## config.mk

```make
export PLATFORM = sky130hd
export DESIGN_NAME = render_ctrl_spi
export DESIGN_NICKNAME = d
export VERILOG_FILES = /design/src/rtl/render_ctrl_spi_pkg.sv /design/src/rtl/render_ctrl_spi_serial_cfg_rx.sv /design/src/rtl/render_ctrl_spi.sv
export SDC_FILE = /design/constraint.sdc
export NUM_CORES = 1
export LEC_CHECK = 0
export BUFFER_PORTS_ARGS = -buffer_cell sky130_fd_sc_hd__buf_2
export CAP_MARGIN = 40
export CORE_MARGIN = 2
export CORE_UTILIZATION = 44
export DETAILED_ROUTE_END_ITERATION = 12
export PLACE_DENSITY = 0.7
export SLEW_MARGIN = 25
export SYNTH_ARGS = -nofsm -noshare
export SYNTH_HDL_FRONTEND = slang
export SYNTH_SLANG_ARGS = --single-unit
export TNS_END_PERCENT = 10
```

## constraint.sdc

```tcl
create_clock -name clk -period 3.3 [get_ports clk]
set_clock_uncertainty 0.05 [all_clocks]
set_input_delay 0.33 -clock clk [delete_from_list [all_inputs] [get_ports clk]]
set_output_delay 0.33 -clock clk [all_outputs]
set_load 0.02 [all_outputs]
```

## src/rtl/render_ctrl_spi_pkg.sv

```systemverilog
// Shared types and default parameters for the render controller and its
// serial configuration receiver.
package render_ctrl_pkg;

  typedef enum logic [1:0] {
    IDLE    = 2'd0,
    START   = 2'd1,
    WAIT_FB = 2'd2,
    RUN     = 2'd3
  } state_t;

  localparam int DEF_CFG_WIDTH   = 52;
  localparam int DEF_SYNC_STAGES = 3;
  localparam int DEF_PIX_W       = 17;
  localparam int DEF_NUM_PIXELS  = 120000;

endpackage

```

## src/rtl/render_ctrl_spi_serial_cfg_rx.sv

```systemverilog
// Serial configuration receiver: pin synchronisers, sclk/sen edge detection,
// shift register with load-for-readback, and the commit strobe.
module serial_cfg_rx
  import render_ctrl_pkg::*;
#(
  parameter int CFG_WIDTH   = DEF_CFG_WIDTH,
  parameter int SYNC_STAGES = DEF_SYNC_STAGES
) (
  input  logic                 clk,
  input  logic                 combined_rst_n,
  input  logic                 sen_pin,
  input  logic                 sclk_pin,
  input  logic                 sdata_pin,
  input  logic [CFG_WIDTH-1:0] active_cfg,
  output logic                 readback,
  output logic                 commit,
  output logic [CFG_WIDTH-1:0] shift_word
);

  // Bit 2 = sen, bit 1 = sclk, bit 0 = sdata.
  logic [2:0]           pin_sync_reg [SYNC_STAGES];
  logic                 sen_q;
  logic                 sclk_q;
  logic                 sdata_q;
  logic                 sen_p_reg;
  logic                 sclk_p_reg;
  logic                 load;
  logic                 shift;
  logic [CFG_WIDTH-1:0] shift_reg;
  logic                 readback_reg;

  always_ff @(posedge clk or negedge combined_rst_n) begin
    if (!combined_rst_n) begin
      for (int i = 0; i < SYNC_STAGES; i++) begin
        pin_sync_reg[i] <= '0;
      end
    end else begin
      pin_sync_reg[0] <= {sen_pin, sclk_pin, sdata_pin};
      for (int i = 1; i < SYNC_STAGES; i++) begin
        pin_sync_reg[i] <= pin_sync_reg[i-1];
      end
    end
  end

  assign {sen_q, sclk_q, sdata_q} = pin_sync_reg[SYNC_STAGES-1];

  always_ff @(posedge clk or negedge combined_rst_n) begin
    if (!combined_rst_n) begin
      sen_p_reg  <= 1'b0;
      sclk_p_reg <= 1'b0;
    end else begin
      sen_p_reg  <= sen_q;
      sclk_p_reg <= sclk_q;
    end
  end

  // Commit on the sen fall can never coincide with a shift, which needs sen_q high.
  assign load   = ~sen_p_reg & sen_q;
  assign shift  = sen_q & ~sclk_p_reg & sclk_q;
  assign commit = sen_p_reg & ~sen_q;

  always_ff @(posedge clk or negedge combined_rst_n) begin
    if (!combined_rst_n) begin
      shift_reg    <= '0;
      readback_reg <= 1'b0;
    end else begin
      if (load) begin
        shift_reg <= active_cfg;
      end else if (shift) begin
        shift_reg <= {sdata_q, shift_reg[CFG_WIDTH-1:1]};
      end
      readback_reg <= shift_reg[0];
    end
  end

  assign readback   = readback_reg;
  assign shift_word = shift_reg;

endmodule

```

## src/rtl/render_ctrl_spi.sv

```systemverilog
// Render control top: active config register, per-pixel run/write sequencing,
// mid-frame abort on commit, pixel counter and frame-consistency flag.
module render_ctrl_spi
  import render_ctrl_pkg::*;
#(
  parameter int CFG_WIDTH   = DEF_CFG_WIDTH,
  parameter int SYNC_STAGES = DEF_SYNC_STAGES,
  parameter int PIX_W       = DEF_PIX_W,
  parameter int NUM_PIXELS  = DEF_NUM_PIXELS
) (
  input  logic                 clk,
  input  logic                 combined_rst_n,
  input  logic                 sen_in,
  input  logic                 sclk_in,
  input  logic                 sdata_in,
  output logic                 sdata_out,
  output logic [CFG_WIDTH-1:0] cfg_out,
  output logic                 run_pixel,
  output logic                 reset_write_ptr,
  output logic                 abort,
  input  logic                 pixel_done,
  input  logic                 frame_last,
  input  logic                 wrote_data,
  output logic                 busy,
  output logic                 frame_done,
  output logic                 frame_err,
  output logic [PIX_W-1:0]     pixel_count
);

  localparam logic [PIX_W:0] FRAME_PIXELS = (PIX_W+1)'(NUM_PIXELS);

  logic                 commit;
  logic [CFG_WIDTH-1:0] shift_word;

  serial_cfg_rx #(
    .CFG_WIDTH   (CFG_WIDTH),
    .SYNC_STAGES (SYNC_STAGES)
  ) u_rx (
    .clk            (clk),
    .combined_rst_n (combined_rst_n),
    .sen_pin        (sen_in),
    .sclk_pin       (sclk_in),
    .sdata_pin      (sdata_in),
    .active_cfg     (cfg_out),
    .readback       (sdata_out),
    .commit         (commit),
    .shift_word     (shift_word)
  );

  state_t               state_reg, state_next;
  logic [CFG_WIDTH-1:0] cfg_reg, cfg_next;
  logic [PIX_W-1:0]     count_reg, count_next;
  logic [PIX_W:0]       count_inc;
  logic                 hit_count;
  logic                 err_reg, err_next;
  logic                 busy_reg, busy_next;
  logic                 run_reg, run_next;
  logic                 rwp_reg, rwp_next;
  logic                 abort_reg, abort_next;
  logic                 done_reg, done_next;

  always_ff @(posedge clk or negedge combined_rst_n) begin
    if (!combined_rst_n) begin
      state_reg <= IDLE;
      cfg_reg   <= '0;
      count_reg <= '0;
      err_reg   <= 1'b0;
      busy_reg  <= 1'b0;
      run_reg   <= 1'b0;
      rwp_reg   <= 1'b0;
      abort_reg <= 1'b0;
      done_reg  <= 1'b0;
    end else begin
      state_reg <= state_next;
      cfg_reg   <= cfg_next;
      count_reg <= count_next;
      err_reg   <= err_next;
      busy_reg  <= busy_next;
      run_reg   <= run_next;
      rwp_reg   <= rwp_next;
      abort_reg <= abort_next;
      done_reg  <= done_next;
    end
  end

  assign count_inc = {1'b0, count_reg} + (PIX_W+1)'(1);
  assign hit_count = (count_inc == FRAME_PIXELS);

  always_comb begin
    state_next = state_reg;
    cfg_next   = cfg_reg;
    count_next = count_reg;
    err_next   = err_reg;
    run_next   = 1'b0;
    rwp_next   = 1'b0;
    abort_next = 1'b0;
    done_next  = 1'b0;

    // A commit pre-empts whatever the engine reports in the same cycle.
    if (commit) begin
      cfg_next   = shift_word;
      state_next = START;
      abort_next = (state_reg != IDLE);
      err_next   = 1'b0;
    end else begin
      case (state_reg)
        START: begin
          rwp_next   = 1'b1;
          run_next   = 1'b1;
          count_next = '0;
          state_next = RUN;
        end
        RUN: begin
          if (pixel_done) begin
            count_next = count_inc[PIX_W-1:0];
            if (frame_last || hit_count) begin
              state_next = IDLE;
              done_next  = 1'b1;
              if (frame_last != hit_count) begin
                err_next = 1'b1;
              end
            end else begin
              state_next = WAIT_FB;
            end
          end
        end
        WAIT_FB: begin
          if (wrote_data) begin
            run_next   = 1'b1;
            state_next = RUN;
          end
        end
        default: ;
      endcase
    end

    busy_next = (state_next != IDLE);
  end

  assign cfg_out         = cfg_reg;
  assign pixel_count     = count_reg;
  assign frame_err       = err_reg;
  assign busy            = busy_reg;
  assign run_pixel       = run_reg;
  assign reset_write_ptr = rwp_reg;
  assign abort           = abort_reg;
  assign frame_done      = done_reg;

endmodule

```

Yosys cells after proc, flatten, opt, wreduce, memory -nomap -nowiden. Index checks and enable logic that the tools add are counted.

Bits in registers: 141. Input bits: 8. Output and inout port bits: 76. Logic and storage cells: 66.

Add/sub/neg operators: 1. Equal/unequal tests: 6. Multiplexer cells: 24. Bitwise operators: 8. Reductions and logical operators: 11.

Operators by type and width (number): two-way mux 52 bit (2); case mux 17 bit (2 select lines) (1); adder 17 x 1 -> 18 bit (second input constant) (1); == test 18 x 17 -> 1 bit (second input constant) (1); two-way mux 17 bit (1); nonzero test 2 bit (8); two-way mux 1 bit (14); two-way mux 2 bit (4); case mux 2 bit (3 select lines) (1); bitwise AND 1 bit (4); == test 2 bit (second input constant) (2); NOT 1 bit (4); AND reduction 4 bit (1); AND reduction 3 bit (1); == test 2 x 1 -> 1 bit (second input constant) (1); inequality test 2 bit (second input constant) (1); case mux 1 bit (2 select lines) (1); logical OR 1 bit (1); inequality test 1 bit (1).

Longest topological paths before layout.
Word-level depth: 8. Gate-level depth with buffers: 10.

Hierarchy. From an unflattened synthesis, not the netlist that was laid out.

Cells, all modules: 459. Area, all modules: 6364.9 sq um.

Modules (own cells, without submodules): render_ctrl_spi (times used 1, cells each 276, area an instance 3412.0 sq um, sequential area each 1926.8 sq um); serial_cfg_rx (times used 1, cells each 183, area an instance 2952.8 sq um, sequential area each 1601.5 sq um).

Least setup slack after synthesis. Ideal clock, no wire load.

Kind: register to register. Start: register count_reg[0] (netlist: pixel_count[0]). End: register state_reg[1]. Arrival: 2.320 ns. Data required time: 3.116 ns. Slack: 0.796 ns. Stages on the path, launching flop included: 11. Buffers on the path: 0. Clock period less this slack: 2.504 ns. Cells stage by stage: dfrtp_1 -> ha_1 -> and3_1 -> nand4_4 -> xor2_1 -> nor4_2 -> nand4_1 -> ha_1 -> nand2b_1 -> a21oi_1 -> a211oi_1.

Word-level cells in the longest chain between the ends: 7.

Ends and longest elaborated chain: start: declaration (line render_ctrl_spi.sv:52) `logic [PIX_W-1:0] count_reg, count_next;`; start signal: assignment (line render_ctrl_spi.sv:76) `count_reg <= count_next;`; adder 17 x 1 -> 18 bit (line render_ctrl_spi.sv:86) `assign count_inc = {1'b0, count_reg} + (PIX_W+1)'(1);`; == test 18 x 17 -> 1 bit (line render_ctrl_spi.sv:87) `assign hit_count = (count_inc == FRAME_PIXELS);`; logical OR 1 bit (line render_ctrl_spi.sv:116) `if (frame_last || hit_count) begin`; two-way mux 2 bit (line render_ctrl_spi.sv:116); two-way mux 2 bit (line render_ctrl_spi.sv:114) `if (pixel_done) begin`; case mux 2 bit (3 select lines) (line render_ctrl_spi.sv:106) `case (state_reg)`; two-way mux 2 bit (line render_ctrl_spi.sv:100) `if (commit) begin`; via state_next[1] (line render_ctrl_spi.sv:50) `state_t state_reg, state_next;`; end signal: assignment (line render_ctrl_spi.sv:74) `state_reg <= state_next;`; end: declaration (line render_ctrl_spi.sv:50).

The timed path passes the listed nets, and every way through them passes these cells. A chain may end at the register's enable or synchronous reset.

Worst setup path in the final report.
Start: register count_reg[1] (netlist: pixel_count[1]). End: register state_reg[1].

The elaborated chain is that of the path after synthesis.

==> reports/results.tsv <==
stage	metric	value	unit
yosys	syn_avg_cell_area	9.76	sq um
power_and_ir_drop	p_clk_share	42.0	%
power_and_ir_drop	p_per_area	593	nW/um^2
setup_path	max_stage_delay	520	ps
clocking	cts_root_buf	clkbuf_16	
setup_path	crit_path_top_delay_cell	dfrtp_1	
finish	layout_common_cells	nand2_1 (226), dfrtp_1 (141), buf_2 (82)	
clocking	cts.sinks	141	
grt	antenna_found_initial	0	
placement	place_hpwl	8130	um
setup_path	start_kind	flip-flop	
yosys	syn_inst	638	
yosys	yosysSeqAreaShare	56.7	%
grt	grt_pass1_wl	22100	um
timing	hold_viol	0	
finish	layout_commonest_cell	nand2_1	
finish	drive_gt1_share	17.9	%
floorplanning	die-area	15100	sq um
power_and_ir_drop	intPower	3.21	mW
timing	drv_slew	0	
status	status	complete, no violations	
clocking	ctsHtreeMaxLevel	4	
placement	place_area	6790	sq um
floorplanning	num_rows	43	
setup_path	worst_ep_required_time	3520	ps
clocking	clkSlewWorstSetupHoldPaths	60	ps
clocking	clockBufferDepth	2	
clocking	tritoncts	built	
placement	placed_cells	869	
drt	drc	0	
drt	wl_met2	6370	um
timing	tightest_slew	739	ps
yosys	synth.distinct_cells	41	
drt	routed_wl	13300	um
floorplanning	initial_utilization	45.0	%
drt	drt-met1-wl	5850	um
grt	grt_pass1_vias	4626	
timing	finalSetupViolCount	0	
finish	final_area	7430	sq um
grt	grt_overflow	0	
grt	track_usage	18.8	%
power_and_ir_drop	switchingPower	1.19	mW
timing	finalCritPeriodShare	83.0	%
power_and_ir_drop	seqPwrFrac	44.7	%
clocking	post_cts_buffers	0	
power_and_ir_drop	switching_share	27.1	%
timing	rsz0062_at_grt	false	
power_and_ir_drop	power.leakage	3.81	nW
finish	nets	730	
floorplanning	io_pins	84	
setup_path	path_cells	ha_1 -> nand3_1 -> nor2_1 -> xor2_1 -> a31o_1 -> nand4_1 -> ha_1 -> nand2b_1 -> a21oi_1 -> a211oi_1	
placement	place_congestion	0.898	
grt	grt_max_degree	105	
floorplanning	dieHeight	123	um
floorplanning	core	13800	sq um
worst_hold_path	hp-class	input pin to flip-flop	
finish	syn2layout_area_growth	19.3	%
drt	first_pass_iters	5	
yosys	ys_ff_latch	141	
timing	maxSlewHeadroom	50.6	%
timing	fin_crit	2740	ps
setup_path	critPathArrivalTime	2960	ps
power_and_ir_drop	ir_drop	358	uV
clocking	cts_buffers	17	
timing	max_freq	365	MHz
yosys	yosys_warnings	0	
power_and_ir_drop	total_power	4.40	mW
floorplanning	die_x	123	um
drt	via_per_inst	5.23	
drt	post_drt_wl_per_cell	14.6	um
drt	dr_total_vias	4741	
clocking	clk_latency	420	ps
finish	n_antenna_cell	0	
setup_path	cpMostUsedCell	ha_1	
placement	numPortBuffers	83	
yosys	synthesis.nets	654	
finish	final_cells	906	
setup_path	end_kind	flip-flop	
drt	met3_length	832	um
setup_path	path_max_fanout	8	
drt	ant_nets	0	
finish	fillers	1196	
timing	fin_tns_setup	0	ps
yosys	synth.cell_area	6220	sq um
setup_path	criticalPathCategory	flip-flop to flip-flop	
drt	top_layer	met4	
flow_run	drv_cap	0	
drt	drtIter0Drc	354	
power_and_ir_drop	comb_power_share	13.3	%
-- final timing paths --
path | startpoint | slack [ps] | cells past startpoint | end
max in group asynchronous | combined_rst_n | 1940 | 3 | cfg_out[22]$_DFFE_PN0P_
worst max register to register | pixel_count[1]$_DFFE_PN0P_ | 560 | 10 | state_reg[1]$_DFF_PN0_
min in group asynchronous | combined_rst_n | 430 | 2 | u_rx.readback$_DFF_PN0_
worst min register to register | u_rx.pin_sync_reg[6]$_DFF_PN0_ | 290 | 0 | u_rx.pin_sync_reg[3]$_DFF_PN0_
worst max-delay path | pixel_count[1]$_DFFE_PN0P_ | 560 | 10 | state_reg[1]$_DFF_PN0_
worst min-delay path | wrote_data | 180 | 3 | run_pixel$_DFF_PN0_
-- power by group through the flow --
stage | Clock, mW | Combinational (mW) | Sequential [mW]
after floorplan | 0 | 0.304 | 2.05
after global placement | 0 | 0.563 | 1.98
after detailed placement | 0 | 0.582 | 1.99
after CTS | 1.89 | 0.586 | 1.97
after global routing | 1.97 | 0.655 | 1.99
final | 1.85 | 0.586 | 1.97
-- cell usage after synthesis --
cell type	count	area share, %
nand2_1	227	14
dfrtp_1	141	57
o21ai_0	77	6.2
mux2i_1	53	8.5
clkbuf_1	21	1.3
nor2_1	13	0.78
a21oi_1	9	0.72
buf_2	8	0.64
ha_1	8	1.6
inv_1	7	0.42
o31ai_1	6	0.72
a31oi_1	5	0.50
nand2b_1	5	0.50
nand3_1	5	0.40
and3_1	4	0.40
buf_1	4	0.24
buf_4	4	0.48
nand4_1	4	0.40
nor2b_1	4	0.40
a22o_1	3	0.42
nand4_4	3	1.0
xor2_1	3	0.42
a21o_1	2	0.24
and2_1	2	0.20
nor3_1	2	0.16
nor4_2	2	0.40
nor4_4	2	0.68
a211oi_1	1	0.12
a21oi_2	1	0.14
a311oi_1	1	0.14
a31o_1	1	0.14
a32o_1	1	0.16
a32oi_1	1	0.14
and2_0	1	0.10
and4_1	1	0.14
nand3_2	1	0.16
nor3b_1	1	0.12
nor4b_1	1	0.14
o21ai_1	1	0.080
o21bai_1	1	0.12
o41ai_1	1	0.14
-- critical path: cells and delay by family, from the launching register on --
family	cells	cell delay, ps
simple gates	4	840
fa+ha+maj	2	550
flops	1	520
compound gates	3	460
xor+xnor	1	180
-- layer usage --
layer / track usage, % / up-vias
met4: 7.69 / 0
met5: 0 / -
met3: 5.67 / 19
met2: 29.9 / 134
li1: - / 2291
met1: 24.0 / 2297
-- kinds of logic after synthesis --
family / share of synthesized area, %
AO/OA/AOI/OAI: 9.99
multiplexers: 8.52
AND/OR/NAND/NOR: 19.7
XOR/XNOR: 0.422
flip-flops: 56.7
buffers and inverters: 3.06
adder cells (fa/ha/maj): 1.61
-- stage by stage --
stage / hold slack (ps) / setup slack (ps) / utilization (%)
floorplan: -15.6 / 796 / -
global placement: 285 / 670 / 49.1
detailed placement: 285 / 589 / 49.1
CTS: 170 / 572 / 53.5
global route: 191 / 291 / 53.7
finish: 176 / 560 / 53.7
-- cell type report --
class / instances / area, sq um / share of cell area (%)
multi-input combinational: 453 / 2530 / 34.0
timing repair buffer: 94 / 552 / 7.43
clock inverter: 7 / 87.6 / 1.18
inverter: 7 / 26.3 / 0.354
clock buffer: 24 / 482 / 6.49
sequential: 141 / 3530 / 47.5
tap: 180 / 225 / 3.03
-- what timing repair did --
action                                 4_1_cts  5_1_grt
hold buffers                                 4        0
setup endpoints to repair                    0        0
resized for setup                            0        0
endpoints found under the hold margin       70        0
Note: power is estimated with default switching activity, not from simulation.
